==> config.mk <==
export PLATFORM = sky130hd
export DESIGN_NAME = dff_climax_counter
export DESIGN_NICKNAME = d
export VERILOG_FILES = /design/src/rtl/dff_climax_counter.sv
export SDC_FILE = /design/constraint.sdc
export NUM_CORES = 1
export LEC_CHECK = 0
export ABC_AREA = 1
export CAP_MARGIN = 20
export CORE_ASPECT_RATIO = 0.75
export CORE_UTILIZATION = 60
export DETAILED_ROUTE_END_ITERATION = 10
export DONT_BUFFER_PORTS = 1
export PLACE_DENSITY = 0.78
export SYNTH_ARGS = -nofsm -noshare
export SYNTH_HDL_FRONTEND = slang
export SYNTH_SLANG_ARGS = --single-unit
==> constraint.sdc <==
create_clock -name clk -period 4.5 [get_ports clk]
set_input_delay 1.125 -clock clk [delete_from_list [all_inputs] [get_ports clk]]
set_output_delay 1.125 -clock clk [all_outputs]
set_load 0.01 [all_outputs]
==> src/rtl/dff_climax_counter.sv <==
// Combo/streak tracker for a single per-cycle niceplay strobe.
// Counts consecutive niceplay cycles, enters CLIMAX once the streak reaches
// CLIMAX_THRESH, and holds off for COOLDOWN_CYCLES after a climax streak
// breaks. Every output is a register; nothing is combinational from niceplay.
module dff_climax_counter #(
    parameter int CLIMAX_THRESH   = 4,   // 1..255
    parameter int COOLDOWN_CYCLES = 3    // 0..255
) (
    input  logic       clk,
    input  logic       rst,
    input  logic       niceplay,
    output logic       climax,
    output logic [7:0] count,
    output logic [2:0] contents
);

    typedef enum logic [2:0] {
        IDLE     = 3'd0,
        STREAK   = 3'd1,
        CLIMAX   = 3'd2,
        COOLDOWN = 3'd3
    } state_t;

    // Threshold widened by one bit so the compare against count+1 never wraps.
    localparam logic [8:0] THRESH    = 9'(CLIMAX_THRESH);
    localparam logic [7:0] COOL_LOAD = 8'(COOLDOWN_CYCLES);

    state_t     state_reg, state_next;
    logic [7:0] count_reg, count_next;
    logic [7:0] cool_reg,  cool_next;
    logic       climax_reg;
    logic [8:0] count_inc;

    // Pre-increment value + 1, used both for the threshold test and the update.
    assign count_inc = {1'b0, count_reg} + 9'd1;

    // Next-state and next-count decisions for the streak state machine.
    always_comb begin
        state_next = state_reg;
        count_next = count_reg;
        cool_next  = cool_reg;
        case (state_reg)
            IDLE: begin
                if (niceplay) begin
                    count_next = 8'd1;
                    state_next = (THRESH == 9'd1) ? CLIMAX : STREAK;
                end else begin
                    count_next = 8'd0;
                end
            end
            STREAK: begin
                if (niceplay) begin
                    count_next = count_inc[7:0];
                    if (count_inc == THRESH) begin
                        state_next = CLIMAX;
                    end
                end else begin
                    // A streak that never climaxed gets no cooldown.
                    count_next = 8'd0;
                    state_next = IDLE;
                end
            end
            CLIMAX: begin
                if (niceplay) begin
                    // Saturate at 255 rather than wrapping back to zero.
                    if (count_reg != 8'hFF) begin
                        count_next = count_inc[7:0];
                    end
                end else begin
                    count_next = 8'd0;
                    if (COOL_LOAD == 8'd0) begin
                        cool_next  = 8'd0;
                        state_next = IDLE;
                    end else begin
                        cool_next  = COOL_LOAD;
                        state_next = COOLDOWN;
                    end
                end
            end
            COOLDOWN: begin
                // niceplay is ignored; leave once the last cooldown cycle is used.
                count_next = 8'd0;
                if (cool_reg <= 8'd1) begin
                    cool_next  = 8'd0;
                    state_next = IDLE;
                end else begin
                    cool_next  = cool_reg - 8'd1;
                end
            end
            default: begin
                // Unused codes recover to IDLE with a cleared streak.
                state_next = IDLE;
                count_next = 8'd0;
                cool_next  = 8'd0;
            end
        endcase
    end

    // State, streak, cooldown and climax registers with synchronous reset.
    always_ff @(posedge clk) begin
        if (rst) begin
            state_reg  <= IDLE;
            count_reg  <= 8'd0;
            cool_reg   <= 8'd0;
            climax_reg <= 1'b0;
        end else begin
            state_reg  <= state_next;
            count_reg  <= count_next;
            cool_reg   <= cool_next;
            climax_reg <= (state_next == CLIMAX);
        end
    end

    assign climax   = climax_reg;
    assign count    = count_reg;
    assign contents = state_reg;

endmodule

# [Yosys cells after proc, flatten, opt, wreduce, memory -nomap -nowiden]
# Cells that the tools add are included.
[op_classes] reduce_logical=3 n_eq_ne=8 order_cmp=1 n_bitwise=1 n_addsub=2 n_mux=14
[ops] op="8-bit case mux with 3 select lines" n=2
[ops] op="8-bit two-way mux" n=5
[ops] op="3-bit two-way mux" n=5
[ops] op="3-bit case mux with 4 select lines" n=1
[ops] op="8-bit by 1-bit adder with 9-bit output, second input constant" n=1
[ops] op="3-bit by 2-bit equality test with 1-bit output, second input constant" n=3
[ops] op="9-bit by 3-bit equality test with 1-bit output, second input constant" n=1
[ops] op="8-bit by 1-bit <= comparator with 1-bit output, second input constant" n=1
[ops] op="8-bit inequality test, second input constant" n=1
[ops] op="8-bit by 1-bit subtractor with 8-bit output, second input constant" n=1
[ops] op="3-bit by 1-bit equality test with 1-bit output, second input constant" n=1
[ops] op="3-bit logical NOT" n=1
[ops] op="3-bit inequality test, second input constant" n=1
[ops] op="2-bit inequality test, second input constant" n=1
[ops] op="2-bit AND reduction" n=1
[ops] op="2-bit OR reduction" n=1
[ops] op="1-bit two-way mux" n=1
[ops] op="1-bit inverter" n=1
[word_totals] inputBits=3 register_bits=20 wordCells=33 output_inout_bits=12

# [Logic depth before layout (Yosys ltp)]
# Gate-level depths: netlist (run 1).
[depth] word_depth=6 ltp_mapped=11 mapped_depth_nobuf=11

# [Worst setup path after synthesis (run 1)]
# OpenSTA, ideal clock, no wires.
[synth_path] path_kind="input-to-reg" start="input niceplay" end="register cool_reg[5]" cell_stages=4 n_path_buf=0 arrival_ns=1.677 path_slack_ns=2.691 cell_sequence="nand2_2 nand2_2 o21ai_0 nor3_1"
[synth_between] elab_chain_cells=2
[synth_lines] element="start: declaration" line="11" rtl="input logic niceplay,"
[synth_lines] element="2-bit inequality test (no source line)"
[synth_lines] element="2-bit AND reduction (no source line)"
[synth_lines] element="end signal: assignment" line="109" rtl="cool_reg <= cool_next;"
[synth_lines] element="end: declaration" line="30" rtl="logic [7:0] cool_reg, cool_next;"
# Every way passes these cells.
# A chain may end at the register's enable or synchronous reset.

# [Worst setup path in the final report (run 1)]
[layout_path] start="register state_reg[0], in the netlist contents[0]" end="output contents[0]"
[layout_rtl] element="start: declaration" line="28" rtl="state_t state_reg, state_next;"
[layout_rtl] element="start signal: assignment" line="107" rtl="state_reg <= state_next;"
[layout_rtl] element="end: declaration" line="14" rtl="output logic [2:0] contents"
# No word-level cell between the ends.

==> results of run 1 <==
[placed cells by master, fill, tap and decap left out, types with 2 or more instances in the layout]
cell type and instances:
o21bai_1 2, nor2_2 2, nand3_1 13, inv_1 22
a21oi_1 13, nand4_1 2, ha_1 3, nand2_1 30
clkbuf_4 3, xor2_1 2, nor2_1 20, nor3b_1 3
nor3_1 4, dfxtp_1 20, o21ai_0 7, nand2_2 2
[kinds of logic (layout without fill, tap and decap cells)]
group / count (synthesis) / after routing / share of synthesized area
and+or+nand+nor: 80 / 80 / 0.3428
DFF: 20 / 20 / 0.3645
adders and majority gates: 3 / 3 / 0.03417
AOI/OAI and AO/OA: 27 / 27 / 0.1389
xor gates and xnor gates: 3 / 3 / 0.02392
buffers and inverters: 25 / 27 / 0.09225
other: 1 / 1 / 0.003414
[per-stage QoR]
step           hold WS (ps)  utilization  instance area, sq um  setup WS [ps]  instances
2_1_floorplan         456.9            -                  1099           2691        159
3_3_place_gp          472.9       0.6973                  1110           2513        178
3_5_place_dp          472.1       0.6973                  1110           2458        178
4_1_cts               495.9       0.7303                  1162           2521        182
5_1_grt               509.9       0.7303                  1162           2460        182
6_report              492.0       0.7303                  1162           2525        182
[routing by layer]
metal  vias up  global-route usage  share of wire
met1       448              0.3759           0.50
li1        522                   -              -
met3         8              0.1137          0.066
met2        33              0.4091           0.41
met4         0              0.1081          0.023
met5         -                   0              0
[power groups by stage]
| stage | Clock (W) | Sequential (W) | Combinational, W |
|---|---|---|---|
| after floorplan | 0 | 0.000188 | 0.0000208 |
| final | 0.000144 | 0.000185 | 0.0000222 |
| after CTS | 0.000147 | 0.000185 | 0.0000221 |
| after detailed placement | 0 | 0.000189 | 0.0000221 |
| after global routing | 0.000157 | 0.000186 | 0.0000254 |
| after global placement | 0 | 0.000189 | 0.0000214 |
[cell type report]
class                           count  area [sq um]  share of cell area
Tap cell                           21         26.28             0.02261
Inverter                           23         86.33             0.07427
Clock buffer                        3         22.52             0.01938
Sequential cell                    20         400.4              0.3445
Multi-Input combinational cell    114         596.8              0.5135
Clock inverter                      1         30.03             0.02583
[worst paths after layout]
path / slack (ps) / end
worst min-delay path: 490 / cool_reg[0]$_SDFFE_PP0P_
worst min register to register: 490 / cool_reg[0]$_SDFFE_PP0P_
worst max register to register: 2710 / cool_reg[1]$_SDFFE_PP0P_
worst max-delay path: 2520 / contents[0]
==> summary.txt, run 1 <==
Logic synthesis
  – Count of cell types in the netlist: 29
  – Commonest cells post-synth: nand2_1, inv_1, dfxtp_1, nor2_1
  – Gate Count Post-Synth: 159
  – Mapped Area: 1099 sq um
  – Yosys top cell area share: 0.3645
  – Synth Flop Type: dfxtp_1
  – Most frequent cell after synthesis: nand2_1
  – Register area share after synthesis: 0.3645
  – Yosys warnings: 0
  – Dominant cell type by area after synthesis: dfxtp_1
  – Syn nets: roughly 170
  – Fraction of registers with async set/reset: 0
  – EDFF count, synth: 0
  – Synth area leaders: dfxtp_1, nand2_1, inv_1
  – Yosys reg bits: 20
  – Avg Cell Area, Syn: 6.909 sq um

Clocking
  – CTS sink count: 20
  – CTS Buffer Depth: 2
  – Post-CTS Setup Bufs: 0
  – # resized after CTS: 0
  – TritonCTS clock tree: done
  – Clock latency on the worst-skew pair: 300 ps
  – Hold_buf cts: 0
  – Clk slew on worst S/H paths: 120 ps
  – Clock root cell: clkbuf_4
  – Total CTS buffers: 3
  – H-Tree Depth: 1

Power and ir drop
  – Switching pwr: approximately 0.000072 W
  – Pleak: between 0.4 and 0.5 nW
  – Switch share: 0.2062
  – Gate power share: 0.063
  – Power Density: 302.2 nW/um^2
  – Clock power frac: 0.410
  – Internal: 0.0002789 W
  – Final Power: 0.0003513 W
  – Sequential share of power: 0.527
  – Worst vdd ir: 0.3039 mV

Floorplan
  – Count of standard-cell rows: 12
  – Initial Util: 0.6903
  – Die area: ~2000 sq um
  – Core area: 1592 sq um
  – I/O pin total: 15
  – Die X: slightly above 50 um
  – Die Ht: 39.06 um

Global routing
  – Global route total overflow: 0
  – Largest net degree at the start of global routing: 14
  – Gr usage total: 0.2841
  – First-pass GRT wire length: a little under 4000 um
  – Number of global-route vias before repair: 850
  – Initial antenna violation count: 0

Routing
  – Antenna Nets Post-Route: 0
  – Final WL: 2362 um
  – Via/cell ratio: 5.555
  – Initial DRC count: 25
  – First-pass iteration count of the detailed router: 4
  – Drt drc: 0
  – DR WL/cell: between 10 and 15 um
  – Vias: 1,011

Placed design
  – Gpl congestion: 0.8842
  – PortBufs: 0
  – HPWL Detailed: between 1500 and 2000 um

Timing
  – Min cycle time layout: 1975 ps
  – F_max: 506.3 MHz
  – Final Cycle Share: 0.4390
  – Skew final: 15.96 ps
  – RSZ-0062 raised after global routing: false
  – Max Slew Vio Count: 0
  – TNS Setup: 0 ps
  – Final Hold Viols: 0
  – Final setup fails: 0

Setup path
  – WS Path Type: reg -> out
  – CP arrival: 850 ps
  – Critical Path Source Type: flip-flop
  – Crit path required time: 3380 ps
  – Worst r2r src: cool_reg[0]$_SDFFE_PP0P_
  – Crit. path cell count: 0
  – Critical path capture point type: primary output
  – Register-to-Register Path Depth: 9
  – CP Launch Point: contents[0]$_SDFF_PP0_
  – Crit-path max FO: 6

Cells and area
  – ANT cells: 0
  – Final nets: 168
  – Share of layout cells above drive strength 1: 0.09317
  – Fill cells: 129
  – Area Growth Syn to Fin: 5.808%

Status
  – Outcome: completed

Worst hold path
  – HP Start: cool_reg[0]$_SDFFE_PP0P_
  – Hold crit path type: reg -> reg
  – Cells on Worst Hold Path: 2

Flow run
  – Max Cap Violations: 0
(Power assumes the default switching activity.)
==> run 2, diff against run 1 <==
--- a/config.mk
+++ b/config.mk
@@ -8,10 +8,10 @@
 export ABC_AREA = 1
 export CAP_MARGIN = 20
 export CORE_ASPECT_RATIO = 0.75
-export CORE_UTILIZATION = 60
+export CORE_UTILIZATION = 55
 export DETAILED_ROUTE_END_ITERATION = 10
 export DONT_BUFFER_PORTS = 1
-export PLACE_DENSITY = 0.78
+export PLACE_DENSITY = 0.75
 export SYNTH_ARGS = -nofsm -noshare
 export SYNTH_HDL_FRONTEND = slang
 export SYNTH_SLANG_ARGS = --single-unit
==> constraint.sdc (replaced) <==
create_clock -name clk -period 1.7 [get_ports clk]
set_input_delay 0.425 -clock clk [delete_from_list [all_inputs] [get_ports clk]]
set_output_delay 0.425 -clock clk [all_outputs]
set_load 0.01 [all_outputs]
==> summary.txt, run 2 (synthesis gave the netlist of run 1 again) <==
Timing
  – Final Cycle Share: 0.9563
  – Final Hold Viols: 0 (unchanged)
  – Min cycle time layout: 1626 ps
  – F_max: 615.1 MHz
  – Max Slew Vio Count: 0 (unchanged)
  – Min setup slack post-route: 74.26 ps (-2450 ps)
  – Skew final: 1.230 ps (-14.73 ps)
  – Fin Hold WS: 155.8 ps (-336.3 ps)
  – Final setup fails: 0 (unchanged)

Global routing
  – Initial antenna violation count: 0 (unchanged)
  – Number of global-route vias before repair: 802 (-5.6%)
  – Gr usage total: 0.2482 (-0.03596)
  – First-pass GRT wire length: 3650 um (-8.2%)
  – Global route total overflow: 0 (unchanged)
  – Largest net degree at the start of global routing: 14 (unchanged)

Setup path
  – Crit path capture: cool_reg[3]$_SDFFE_PP0P_
  – Worst r2r src: cool_reg[0]$_SDFFE_PP0P_
  – Crit-path max FO: 4 (-2)
  – Critical Path Source Type: flip-flop
  – Crit path required time: 1940 ps (-1440 ps)
  – CP Launch Point: cool_reg[0]$_SDFFE_PP0P_
  – Endpoint of the lowest-slack register-to-register path: cool_reg[3]$_SDFFE_PP0P_
  – WS Path Type: reg -> reg
  – Register-to-Register Path Depth: 8 (-1)
  – Critical path capture point type: flip-flop
  – CP arrival: 1870 ps (+1020 ps)
  – Setup slack, reg-to-reg: 70 ps (-2640 ps)

Placed design
  – PortBufs: 0 (unchanged)
  – Gpl congestion: 0.8644 (-2.2%)
  – Dpl cell area: 1171 sq um (+5.5%)
  – Dpl ws: 44.74 ps (-2413 ps)
  – HPWL Detailed: 1778 um (-3.3%)

Routing
  – Via/cell ratio: 5.326 (-4.1%)
  – Drt drc: 0 (unchanged)
  – Antenna Nets Post-Route: 0 (unchanged)
  – Initial DRC count: 34 (+36%)
  – Vias: 1,028 (+1.7%)
  – DR WL/cell: 12.41 um (-4.4%)
  – Final WL: 2395 um (+1.4%)
  – First-pass iteration count of the detailed router: 4 (unchanged)

Power and ir drop
  – Switching pwr: 0.0002080 W (+190%)
  – Gate power share: 0.076 (+0.013)
  – Power Density: 764.7 nW/um^2 (+150%)
  – Clock power frac: 0.416 (+0.006)
  – Pleak: 0.5130 nW (+12%)
  – Switch share: 0.2182 (+0.01207)
  – Worst vdd ir: 0.6725 mV (+120%)
  – Sequential share of power: 0.509 (-0.018)
  – Internal: 0.0007450 W (+170%)

Clocking
  – Clk slew on worst S/H paths: 120 ps (about the same)
  – Total CTS buffers: 3 (unchanged)
  – TritonCTS clock tree: done
  – Clock root cell: clkbuf_4
  – Clock latency on the worst-skew pair: 310 ps (about the same)
  – CTS sink count: 20 (unchanged)
  – CTS Buffer Depth: 2 (unchanged)
  – Hold_buf cts: 0 (unchanged)
  – H-Tree Depth: 1 (unchanged)

Cells and area
  – ANT cells: 0 (unchanged)
  – Fill cells: 158 (+22%)
  – Register area: 402.9 sq um (+0.62%)
  – Final nets: 178 (+6.0%)
  – Multi-input logic area: 601.8 sq um (+0.84%)
  – Most common cell after layout, fill and taps aside: nand2_1
  – Area Growth Syn to Fin: 13.44%
  – Post-layout util: 0.6902 (-0.04012)
  – Share of layout cells above drive strength 1: 0.1696 (+0.07642)
  – Fin area: 1246 sq um (+7.2%)
  – Most frequent cells in the layout: nand2_1, inv_1, nor2_1

Flow run
  – Max Cap Violations: 0 (unchanged)

Worst hold path
  – HP Start: rst
  – Hold crit path type: in -> reg

Floorplan
  – Die Ht: 40.71 um (+4.2%)
  – Die X: 53.61 um (+4.3%)
  – Die area: 2182 sq um (+8.7%)
  – Count of standard-cell rows: 13 (+1)
  – Core area: 1805 sq um (+13%)
  – I/O pin total: 15 (unchanged)
  – Initial Util: 0.6085 (-0.08180)

Status
  – Outcome: completed
[run 2: power groups by stage]
| stage | clock network (W) | registers (W) | logic [W] |
|---|---|---|---|
| 4_1_cts | 0.000404 | 0.000485 | 0.0000717 |
| 3_3_place_gp | 0 | 0.000495 | 0.0000693 |
| 3_5_place_dp | 0 | 0.000495 | 0.0000707 |
| 5_1_grt | 0.000422 | 0.000486 | 0.0000794 |
| 2_1_floorplan | 0 | 0.000497 | 0.0000550 |
| 6_report | 0.000396 | 0.000485 | 0.0000722 |
[run 2: how the worst min path moves through the flow]
| stage | end | slack (ps) | cells past startpoint |
|---|---|---|---|
| after floorplan | cool_reg[1]$_SDFFE_PP0P_ | 460 | 2 |
| after global placement | cool_reg[0]$_SDFFE_PP0P_ | 470 | 2 |
| after detailed placement | cool_reg[1]$_SDFFE_PP0P_ | 490 | 2 |
| after CTS | count[5]$_SDFFE_PP0P_ | 150 | 1 |
| after global routing | cool_reg[1]$_SDFFE_PP0P_ | 140 | 1 |
| final | cool_reg[1]$_SDFFE_PP0P_ | 160 | 1 |
[run 2: cell type report]
cell class	count	area share
Clock buffer	3	0.01807
Clock inverter	1	0.02410
Inverter	23	0.06928
Multi-Input combinational cell	114	0.4829
Sequential cell	20	0.3233
Tap cell	22	0.02209
Timing Repair Buffer	10	0.06024
[run 2: metrics by stage]
step | total power (W) | setup TNS [ps] | std cells
3_5_place_dp | 0.0005659 | 0 | 187
5_1_grt | 0.0009874 | -14.95 | 193
6_report | 0.0009529 | 0 | 193
4_1_cts | 0.0009602 | 0 | 191
3_3_place_gp | 0.0005639 | 0 | 187
2_1_floorplan | 0.0005516 | 0 | 159
[run 2: timing repair]
item,4_1_cts,5_1_grt
resized for setup,0,5
setup buffers,0,2
endpoints found under the setup margin,0,9
[run 2: metal layers]
metal  up-vias  track usage  routed length, um  part of all wire
met4         0      0.09868                 27             0.011
met2        30       0.3469                982              0.41
met5         -            0                  0                 0
met1       456       0.3548               1239              0.52
met3         4      0.07037                145             0.061
li1        538            -                  -                 -
[run 2: worst max-delay path, cell delays in order, from the launching register on]
cell	delay, ps
dfxtp_2	360
inv_1	60
ha_2	200
o21ai_0	160
nor2_1	70
nor3_2	230
buf_4	160
o21ai_1	110
nor3b_1	210
